File: src/rtl/sync_frame_tx.sv
// sync_frame_tx: bit-serial frame transmitter for the sync-word link.
// A parallel word accepted over valid/ready is sent MSB first as
// SYNC_W sync bits, DATA_W payload bits, then GAP idle bit-times.
// All outputs are registered and are a pure function of the registered state
// (they are computed from the next-state values one edge early).
module sync_frame_tx #(
    parameter int                DATA_W = 8,
    parameter int                SYNC_W = 4,
    parameter logic [SYNC_W-1:0] SYNC   = 4'b1001,
    parameter int                GAP    = 2
) (
    input  logic              clk,
    input  logic              rst,
    input  logic              in_valid,
    input  logic [DATA_W-1:0] in_data,
    output logic              in_ready,
    output logic              dout,
    output logic              dout_valid,
    output logic              busy,
    output logic              frame_done
);

    // Counter must reach the longest phase minus one; never narrower than 1 bit.
    localparam int MAX_A = (SYNC_W > DATA_W) ? SYNC_W : DATA_W;
    localparam int MAX_B = (MAX_A > GAP) ? MAX_A : GAP;
    localparam int MAX_C = (MAX_B > 2) ? MAX_B : 2;
    localparam int CNT_W = $clog2(MAX_C);

    localparam logic [CNT_W-1:0] CNT_ZERO  = {CNT_W{1'b0}};
    localparam logic [CNT_W-1:0] CNT_ONE   = CNT_W'(1);
    localparam logic [CNT_W-1:0] SYNC_LAST = CNT_W'(SYNC_W - 1);
    localparam logic [CNT_W-1:0] DATA_LAST = CNT_W'(DATA_W - 1);
    localparam logic [CNT_W-1:0] GAP_LAST  = CNT_W'((GAP > 0) ? (GAP - 1) : 0);

    typedef enum logic [1:0] {
        ST_IDLE  = 2'd0,
        ST_SYNC  = 2'd1,
        ST_DATA  = 2'd2,
        ST_GUARD = 2'd3
    } state_t;

    state_t              state_r;
    state_t              state_s;
    logic [CNT_W-1:0]    cnt_r;
    logic [CNT_W-1:0]    cnt_s;
    logic [DATA_W-1:0]   shift_r;
    logic [DATA_W-1:0]   shift_s;

    logic                in_ready_r;
    logic                dout_r;
    logic                dout_valid_r;
    logic                busy_r;
    logic                frame_done_r;

    logic                in_ready_s;
    logic                dout_s;
    logic                dout_valid_s;
    logic                busy_s;
    logic                frame_done_s;

    // Sync bit for a given position, MSB of the pattern first; shifting avoids
    // a variable part-select on the parameter.
    function automatic logic sync_bit(input logic [CNT_W-1:0] idx);
        logic [SYNC_W-1:0] tmp;
        tmp      = SYNC << idx;
        sync_bit = tmp[SYNC_W-1];
    endfunction

    // Next-state, counter and shift-register logic.
    always_comb begin
        state_s = state_r;
        cnt_s   = cnt_r;
        shift_s = shift_r;
        case (state_r)
            ST_IDLE: begin
                if (in_valid) begin
                    state_s = ST_SYNC;
                    cnt_s   = CNT_ZERO;
                    shift_s = in_data;
                end else begin
                    state_s = ST_IDLE;
                end
            end
            ST_SYNC: begin
                if (cnt_r == SYNC_LAST) begin
                    state_s = ST_DATA;
                    cnt_s   = CNT_ZERO;
                end else begin
                    cnt_s   = cnt_r + CNT_ONE;
                end
            end
            ST_DATA: begin
                shift_s = shift_r << 1;
                if (cnt_r == DATA_LAST) begin
                    cnt_s = CNT_ZERO;
                    if (GAP > 0) begin
                        state_s = ST_GUARD;
                    end else begin
                        state_s = ST_IDLE;
                    end
                end else begin
                    cnt_s = cnt_r + CNT_ONE;
                end
            end
            ST_GUARD: begin
                if (cnt_r == GAP_LAST) begin
                    state_s = ST_IDLE;
                    cnt_s   = CNT_ZERO;
                end else begin
                    cnt_s   = cnt_r + CNT_ONE;
                end
            end
            default: begin
                state_s = ST_IDLE;
                cnt_s   = CNT_ZERO;
                shift_s = {DATA_W{1'b0}};
            end
        endcase
    end

    // Output decode of the upcoming state so the registered outputs line up with it.
    always_comb begin
        in_ready_s   = 1'b0;
        dout_s       = 1'b0;
        dout_valid_s = 1'b0;
        busy_s       = 1'b1;
        frame_done_s = 1'b0;
        case (state_s)
            ST_IDLE: begin
                in_ready_s = 1'b1;
                busy_s     = 1'b0;
            end
            ST_SYNC: begin
                dout_s       = sync_bit(cnt_s);
                dout_valid_s = 1'b1;
            end
            ST_DATA: begin
                dout_s       = shift_s[DATA_W-1];
                dout_valid_s = 1'b1;
                frame_done_s = (cnt_s == DATA_LAST);
            end
            ST_GUARD: begin
                dout_s       = 1'b0;
                dout_valid_s = 1'b0;
            end
            default: begin
                in_ready_s = 1'b0;
                busy_s     = 1'b1;
            end
        endcase
    end

    // State, datapath and output registers; reset abandons any frame in flight.
    always_ff @(posedge clk) begin
        if (rst) begin
            state_r      <= ST_IDLE;
            cnt_r        <= CNT_ZERO;
            shift_r      <= {DATA_W{1'b0}};
            in_ready_r   <= 1'b1;
            dout_r       <= 1'b0;
            dout_valid_r <= 1'b0;
            busy_r       <= 1'b0;
            frame_done_r <= 1'b0;
        end else begin
            state_r      <= state_s;
            cnt_r        <= cnt_s;
            shift_r      <= shift_s;
            in_ready_r   <= in_ready_s;
            dout_r       <= dout_s;
            dout_valid_r <= dout_valid_s;
            busy_r       <= busy_s;
            frame_done_r <= frame_done_s;
        end
    end

    assign in_ready   = in_ready_r;
    assign dout       = dout_r;
    assign dout_valid = dout_valid_r;
    assign busy       = busy_r;
    assign frame_done = frame_done_r;

endmodule

File: config.mk
export PLATFORM = sky130hd
export DESIGN_NAME = sync_frame_tx
export DESIGN_NICKNAME = d
export VERILOG_FILES = /design/src/rtl/sync_frame_tx.sv
export SDC_FILE = /design/constraint.sdc
export NUM_CORES = 1
export LEC_CHECK = 0
export ABC_AREA = 1
export CORE_ASPECT_RATIO = 0.6
export CORE_UTILIZATION = 40
export CTS_BUF_LIST = sky130_fd_sc_hd__clkbuf_2 sky130_fd_sc_hd__clkbuf_4 sky130_fd_sc_hd__clkbuf_8
export DETAILED_ROUTE_END_ITERATION = 10
export PLACE_DENSITY = 0.71
export SYNTH_ARGS = -nofsm -noshare
export SYNTH_HDL_FRONTEND = slang
export SYNTH_SLANG_ARGS = --single-unit
File: constraint.sdc
create_clock -name clk -period 2.4 [get_ports clk]
set_input_delay 0.48 -clock clk [delete_from_list [all_inputs] [get_ports clk]]
set_output_delay 0.48 -clock clk [all_outputs]
set_load 0.02 [all_outputs]
# Word-level counts from Yosys, hierarchy flattened
# Cells that the tools add are included.
[classes]
addsub = 1
n_eq_ne = 10
shifts = 1
muxes = 16
bitwise_logic = 1
reduce_logical = 6
[op_table]
columns = ["op", "n"]
rows = [
  ["8-bit case mux with 2 select lines", 1],
  ["3-bit two-way mux", 4],
  ["3-bit case mux with 4 select lines", 1],
  ["8-bit two-way mux", 1],
  ["2-bit case mux with 4 select lines", 1],
  ["2-bit == test, second input constant", 3],
  ["3-bit == test, second input constant", 2],
  ["2-bit two-way mux", 3],
  ["2-bit by 1-bit == test with 1-bit output, second input constant", 2],
  ["2-bit logical NOT", 2],
  ["1-bit two-way mux", 4],
  ["2-bit OR reduction", 2],
  ["4-bit by 3-bit << shifter with 4-bit output, first input constant", 1],
  ["3-bit by 1-bit adder with 3-bit output, second input constant", 1],
  ["3-bit by 1-bit == test with 1-bit output, second input constant", 1],
  ["3-bit by 2-bit == test with 1-bit output, second input constant", 1],
  ["2-bit != test, second input constant", 1],
  ["1-bit case mux with 2 select lines", 1],
  ["2-bit AND reduction", 1],
  ["2-bit nonzero test", 1],
  ["1-bit NOT", 1],
]
[totals]
reg_bits = 18
input_bits = 11
wordCells = 44

# Depth between registers and ports, before layout
# Gate-level depths: netlist of run 1.
[depth]
word_depth = 6
ltp_mapped = 13

# Worst setup path after synthesis of run 1
# Ideal clock, no wire load.
[synth_path]
path_kind = "reg-to-reg"
start = "register cnt_r[1]"
end = "register dout_r, in the netlist dout"
t_arrival_ns = 1.571
path_slack_ns = 0.759
path_stages_with_launch = 12
n_path_buf = 0
cell_sequence = "dfxtp_1 inv_1 ha_1 nand2_1 nand2_2 clkinv_2 a211oi_4 inv_1 ha_1 nor2_1 inv_1 a21oi_1"
[synth_between]
elab_chain_cells = 5
word_cells_on_any_way = 17
classes_between = "1 x add/sub; 5 x eq/ne; 1 x shift; 10 x mux"
[synth_rtl]
columns = ["element", "line_no", "rtl"]
rows = [
  ["from (decl)", "44", "logic [CNT_W-1:0] cnt_r;"],
  ["from (signal assigned)", "166", "cnt_r <= cnt_s;"],
  ["3-bit by 1-bit == test with 1-bit output (tied with other cells)", "106", "if (cnt_r == GAP_LAST) begin"],
  ["2-bit two-way mux (on tied branches)", "106, 85, 94", ""],
  ["2-bit case mux with 4 select lines (*)", "74", "case (state_r)"],
  ["named net state_s[1]", "43", "state_t state_s;"],
  ["2-bit == test or 2-bit by 1-bit == test with 1-bit output (tied branches)", "128", "case (state_s)"],
  ["1-bit case mux with 2 select lines (*)", "128", ""],
  ["to (signal assigned)", "169", "dout_r <= dout_s;"],
  ["to (decl)", "50", "logic dout_r;"],
]
# The timed path passes the listed nets; every way through them passes the cells marked *.
# A chain may end at the register's enable or synchronous reset.

# Worst setup path after layout of run 1
[layout_path]
start = "input port in_valid"
end = "register dout_r, in the netlist dout"
[layout_between]
elab_chain_cells = 4
word_cells_on_any_way = 10
classes_between = "2 x eq/ne; 1 x shift; 7 x mux"
[layout_rtl]
columns = ["element", "line_no", "rtl"]
rows = [
  ["from (decl)", "14", "input logic in_valid,"],
  ["3-bit two-way mux", "76", "if (in_valid) begin"],
  ["3-bit case mux with 4 select lines", "74", ""],
  ["named net cnt_s[0]", "45", "logic [CNT_W-1:0] cnt_s;"],
  ["4-bit by 3-bit << shifter with 4-bit output", "65", "tmp = SYNC << idx;"],
  ["1-bit case mux with 2 select lines", "128", ""],
]
# The timed path passes the listed nets, and every way through them passes these cells. The select of a mux whose other input is x is not followed.

==> results of run 1 <==
==> how the worst max path moves through the flow <==
| stage | start | to | slack, ps | cells after the start |
|---|---|---|---|---|
| after global placement | in_valid | dout | 420 | 10 |
| after detailed placement | in_valid | dout | 290 | 10 |
| after floorplan | cnt_r[1] | dout | 760 | 11 |
| after global routing | cnt_r[1] | dout | 350 | 11 |
| after CTS | cnt_r[1] | dout | 530 | 11 |
| final | in_valid | dout | 510 | 10 |
==> registers in the layout, indices dropped and copies added (netlist names) <==
| name | count |
|---|---|
| dout | 1 |
| shift_r | 8 |
| busy | 1 |
| state_r | 2 |
| cnt_r | 3 |
| in_ready | 1 |
| dout_valid | 1 |
| frame_done | 1 |
==> metal layers <==
| layer | wire (µm) | track usage (%) | vias up |
|---|---|---|---|
| li1 | - | - | 439 |
| met1 | 985 | 22.7 | 361 |
| met2 | 832 | 27.3 | 26 |
| met3 | 126 | 6.82 | 0 |
| met4 | 0 | 3.26 | 0 |
| met5 | 0 | 0 | - |
==> power by group <==
group | total (mW) | internal [mW] | switching [mW]
Combinational | 0.111 | 0.0496 | 0.0617
Sequential | 0.327 | 0.317 | 0.0105
Clock | 0.249 | 0.146 | 0.103
==> per-stage QoR <==
| step | utilization (%) | setup slack (ps) |
|---|---|---|
| CTS | 54.6 | 526 |
| global placement | 52.2 | 420 |
| floorplan | - | 759 |
| finish | 54.6 | 515 |
| detailed placement | 52.2 | 286 |
| global route | 54.6 | 351 |
==> cell families after synthesis <==
group / synth area share [%]
flops: 36.8
buf+inv: 10.2
compound gates: 10.7
fa+ha+maj: 11.5
simple gates: 30.7
==> cells in the mapped netlist, types with 2 or more instances <==
library cell,n
o21ai_2,2
ha_1,9
clkinv_2,2
inv_1,18
dfxtp_1,18
nand2_1,37
inv_2,5
nor2_2,3
nand3_1,4
nor2_4,2
nand2_2,5
nand4_1,2
nor2_1,8
a21oi_1,2
a31oi_1,6
nand3_2,2
==> worst min-delay path, cell delays in order, from the launching register on <==
cell	delay, ps
dfxtp_1	320
nand2_1	60
a21oi_1	50
==> final cells by class <==
class	count	area, µm²	area share [%]
inverter	25	96.3	7.91
multi-input combinational	86	518	42.5
timing repair buffer	15	150	12.3
sequential	18	360	29.6
clock buffer	4	55.1	4.52
tap	30	37.5	3.08
==> results.md, run 1 <==
* Critical path buffer and inverter count at 3
* Area delta synth->final at 24.4%
* R2r setup slk at roughly 530 ps
* CP max-delay cell: clkdlybuf4s50_1
* Clock Tree Buf Depth at 2
* Pwr dens at around 560 nW/µm²
* Max IR drop VDD at ~0.25 mV
* Critical path arrival at just over 2000 ps
* Leakage power total at approximately 0.58 nW
* GRT overflow at 0
* Area contributors post-synth: dfxtp_1 37%, nand2_1 14%, ha_1 12%
* Post-CTS Resized at 0
* IO Pins at 16
* CP delay by family, top: buffers and inverters
* Die area at 2650 µm²
* Min-Delay Endpoint: shift_r[0]
* Postcts setup bufs at 0
* Fraction of layout cells with a size suffix above 1 at 18.2%
* Netlist cell types at 21
* Critical path's most frequent cell: nand2_1
* Number of global-route vias before repair at about 700
* Primary FF master, synth: dfxtp_1
* Fillcell total at 200
* Max-cap violations at 0
* Syn avg cell area at 7.53 µm²
* Core area at roughly 2200 µm²
* Clock Skews at roughly 6.3 ps
* Top-area cell type share of the netlist area at 36.8%
* Setup TNS at 0 ps
* DP Wirelength at around 1500 µm
* Syn Std Cell Area at roughly 1000 µm²
* Min-delay src: shift_r[0]
* Setup crit start kind: input port
* Post-placement cell area at roughly 1200 µm²
* Max Freq at roughly 530 MHz
* Die height at 40.3 µm
* Number of enable flip-flop cells after synthesis at 0
* Synth Register Bits at 18
* DR vias at 826
* Clk_lat worst skew at between 200 and 300 ps
* Hold-fix buffers at CTS at 0
* Final nets at 169
* Die width at ~66 µm
* Design area at approximately 1200 µm²
* DR WL/cell at roughly 11 µm
* First-pass DRT Iterations at 4
* Post-synth top area cell: dfxtp_1
* Antenna Cells at 0
* Max_slew headroom at about 62%
* Post-synthesis sequential area ratio at 36.8%
* Overall power at 688 µW
* RSZ-0062 raised after global routing: no
* Setup Viol. Count Final at 0
* DRC Markers at 0
* Worst EP required at about 2600 ps
* Worst-path clk slew at 60 ps
* Initial antenna violation count at 0
* Crit path kind: in -> reg
* Hold depth at 2
* Synthesis Warnings at 0
* Status: finished, final reports clean
* Layout Cells excl Fill at approximately 180
* Mapped Cells at 130
* HP Class: reg -> reg
* Pins Over Slew Limit at 0
* Commonest non-fill, non-tap cell in the layout: nand2_1
* Largest net degree at the start of global routing at 15
* Most frequent cells in the layout: 37 x nand2_1, 18 x inv_1, 18 x dfxtp_1
* CTS tree: yes
* ANT nets after route at 0
* Max incr delay on CP at 550 ps
* Worst r2r dst: dout
* CTS Root Cell: clkbuf_8
* DR iter-0 viols at 34
* CTS H-Tree Depth at 1
* Vias/cell at about 4.6
* Tmin final at around 1900 ps
* Gr usage total at 17.3%
* Initial Util at a little over two fifths
* Hold WS at roughly 480 ps
* Worst-Margin Slew at 569 ps
* I/O Buffers at 15
* Asr flop ratio synth at 0%
* Crit. End Element: register
* Num rows at 13
* Placer Congestion at roughly 0.83
* Reg2Reg Launch Point: cnt_r[1]
* CP max FO at 4
* Placed Cells at 174
* Fin crit share at 78.5%
* Clk sinks at 18
* Syn Nets at 150
* Hold Fails Final Rpt at 0
* Worst Reg-to-Reg Cells at 13
* TritonCTS buffer count at 3
* Drt total wl at ~2000 µm
* First-pass GRT wire length at between 3000 and 4000 µm
* Sequence of cells on the critical path: clkdlybuf4s50_1, inv_1, nand2_1, nand2_1, nand2_1, inv_1, ha_1, nor2_1, nand4_1, a21oi_1
Note: power is estimated with default switching activity, not from simulation.
==> run 2, diff against run 1 <==
- PLACE_DENSITY: 0.71 -> 0.73
- clock period: 2.4 -> 1.67 ns (I/O delays scaled with it)
==> results.md, run 2 (synthesized netlist as in run 1, its figures left out) <==
* Clk sinks at 18 (unchanged)
* Num rows at 13 (unchanged)
* CTS tree: yes
* Power Internal at 783 µW (+53%)
* Initial Util at 43.9% (unchanged)
* Crit path from: cnt_r[1]
* Clk_lat worst skew at 250 ps (about the same)
* Pins Over Slew Limit at 0 (unchanged)
* Pwr dens at 702 nW/µm² (+24%)
* TritonCTS buffer count at 3 (unchanged)
* CP max FO at 4 (unchanged)
* Max reg flops at 8 (unchanged)
* Final nets at 193 (+14%)
* Critical path arrival at 1950 ps (-120 ps)
* Overall power at 1.06 mW (+54%)
* Setup crit start kind: register
* First-pass DRT Iterations at 4 (unchanged)
* Hold Fails Final Rpt at 0 (unchanged)
* DP Wirelength at 1650 µm (+9.6%)
* CTS Root Cell: clkbuf_8
* Max_slew headroom at 83.6% (+22 points)
* Critical path buffer and inverter count at 4 (+1)
* Placer Congestion at 0.908 (+9.7%)
* First-pass GRT wire length at 3560 µm (+11%)
* Largest net degree at the start of global routing at 11 (-4)
* Die width at 65.9 µm (unchanged)
* I/O Buffers at 15 (unchanged)
* Hold WS at 474 ps (-6.81 ps)
* Die area at 2650 µm² (unchanged)
* Die height at 40.3 µm (unchanged)
* Clock Tree Buf Depth at 2 (unchanged)
* Commonest non-fill, non-tap cell in the layout: nand2_1
* CP delay by family, top: compound AO/OA/AOI/OAI gates
* Setup Viol. Count Final at 4 (+4)
* RSZ-0062 raised after global routing: yes
* Net Sw Frac at 26.1% (+0.57 points)
* Fin crit share at 105%
* CTS H-Tree Depth at 1 (unchanged)
* Number of global-route vias before repair at 830 (+20%)
* Antenna Cells at 0 (unchanged)
* Top Registers: shift_r: 8 flops, cnt_r: 3 flops, state_r: 2 flops
* Biggest register: shift_r
* Failing checks: setup timing
* Worst EP required at 1860 ps (-730 ps)
* Most frequent cells in the layout: 35 x nand2_1, 24 x buf_4, 15 x inv_1, 15 x clkdlybuf4s50_1, 13 x dfxtp_1
* Setup WS post-layout at -91.1 ps (-606 ps)
* Fraction of layout cells with a size suffix above 1 at 42.4% (+24 points)
* DR iter-0 viols at 84 (+150%)
* Switch Pwr at 276 µW (+58%)
* DRC Markers at 0 (unchanged)
* ANT nets after route at 0 (unchanged)
* Max incr delay on CP at 370 ps (-180 ps)
* Status: complete, but fails checks
* Reg2Reg Launch Point: cnt_r[1]
* Vias/cell at 4.88 (+5.2%)
* Max-cap violations at 0 (unchanged)
* Leakage power total at 0.705 nW (+21%)
* Sequence of cells on the critical path: inv_4, ha_4, nand2_4, nand2_4, clkinv_4, a211oi_4, buf_4, ha_4, inv_1, nor2_2, nand4_1, a21oi_2
* Flop pwr share at 44.5% (-3.1 points)
* Gr usage total at 18.4% (+1.1 points)
* IO Pins at 16 (unchanged)
* DR vias at 986 (+19%)
* GRT overflow at 0 (unchanged)
* DR WL/cell at 12.8 µm (+17%)
* Drt total wl at 2590 µm (+33%)
* Clk network pwr share at 33.1% (-3.1 points)
* Initial antenna violation count at 0 (unchanged)
* Tmin final at 1760 ps
* Crit. End Element: register
* Core area at 2230 µm² (unchanged)
* Area delta synth->final at 54.2%
* Logic pwr share at 22.5% (+6.3 points)
* Clock Skews at 2.38 ps (-3.91 ps)
* Worst-Margin Slew at 245 ps (-324 ps)
* Max Freq at ~570 MHz
* HP Class: reg -> reg
* Crit path kind: reg -> reg
* Fillcell total at 165 (-18%)
* Max IR drop VDD at 0.315 mV (+28%)
* Worst-path clk slew at 70 ps (about the same)
* CP max-delay cell: dfxtp_4
* Min-delay src: shift_r[0]
-- run 2: cell types whose count changed in the layout (fill, tap and decap cells not counted), sizes merged --
cell,change
buf,+24
-- run 2: layout make-up --
| cell class | instances | area (µm²) | area share (%) |
|---|---|---|---|
| multi-input cells | 86 | 609 | 40.4 |
| flip-flops and latches | 18 | 374 | 24.8 |
| repair buffers | 39 | 330 | 21.9 |
| inverters | 25 | 103 | 6.80 |
| clock buffers | 4 | 55.1 | 3.65 |
| well taps | 30 | 37.5 | 2.49 |
-- run 2: per-stage QoR --
| stage | area, µm² | std cells | worst slack (ps) | utilization (%) | setup TNS (ps) |
|---|---|---|---|---|---|
| 6_report | 1510 | 202 | -91.1 | 67.7 | -221 |
| 5_1_grt | 1510 | 202 | -168 | 67.7 | -447 |
| 4_1_cts | 1420 | 196 | -35.8 | 63.7 | -35.8 |
| 3_5_place_dp | 1270 | 188 | -199 | 56.9 | -304 |
| 3_3_place_gp | 1270 | 188 | -164 | 56.9 | -224 |
| 2_1_floorplan | 978 | 130 | 29.0 | - | 0 |
-- run 2: repair_timing --
| item | CTS | global route |
|---|---|---|
| buffers inserted | 4 | 6 |
| setup endpoints to repair | 2 | 3 |
| hold buffers | 0 | 0 |
| resized for setup | 20 | 12 |
| pin swaps | 10 | 11 |
-- run 2: metal layers --
metal | global-route usage (%) | part of all wire [%] | wire length (µm) | up-vias
met5 | 0 | 0 | 0 | -
met4 | 0 | 1.5 | 38 | 0
met3 | 5.97 | 6.4 | 167 | 4
met2 | 33.2 | 47 | 1220 | 41
met1 | 23.3 | 45 | 1170 | 450
li1 | - | - | - | 491
-- run 2: worst paths after layout --
path | endpoint | slack (ps) | depth (start not counted)
max | dout | -90 | 12
min | shift_r[0] | 470 | 2
max reg2reg | dout | -90 | 12
min reg2reg | shift_r[0] | 470 | 2
-- run 2: worst reg2reg max path, delay by kind of cell (launching register included) --
family          cells  cell delay (ps)
fa+ha+maj           2              260
simple gates        4              320
flops               1              370
compound gates      2              380
buf+inv             4              360
-- run 2: power groups by stage --
stage | registers (mW) | clock network (mW) | logic (mW)
6_report | 0.471 | 0.350 | 0.238
5_1_grt | 0.473 | 0.378 | 0.261
4_1_cts | 0.471 | 0.352 | 0.206
3_5_place_dp | 0.480 | 0 | 0.188
3_3_place_gp | 0.479 | 0 | 0.183
2_1_floorplan | 0.488 | 0 | 0.0884
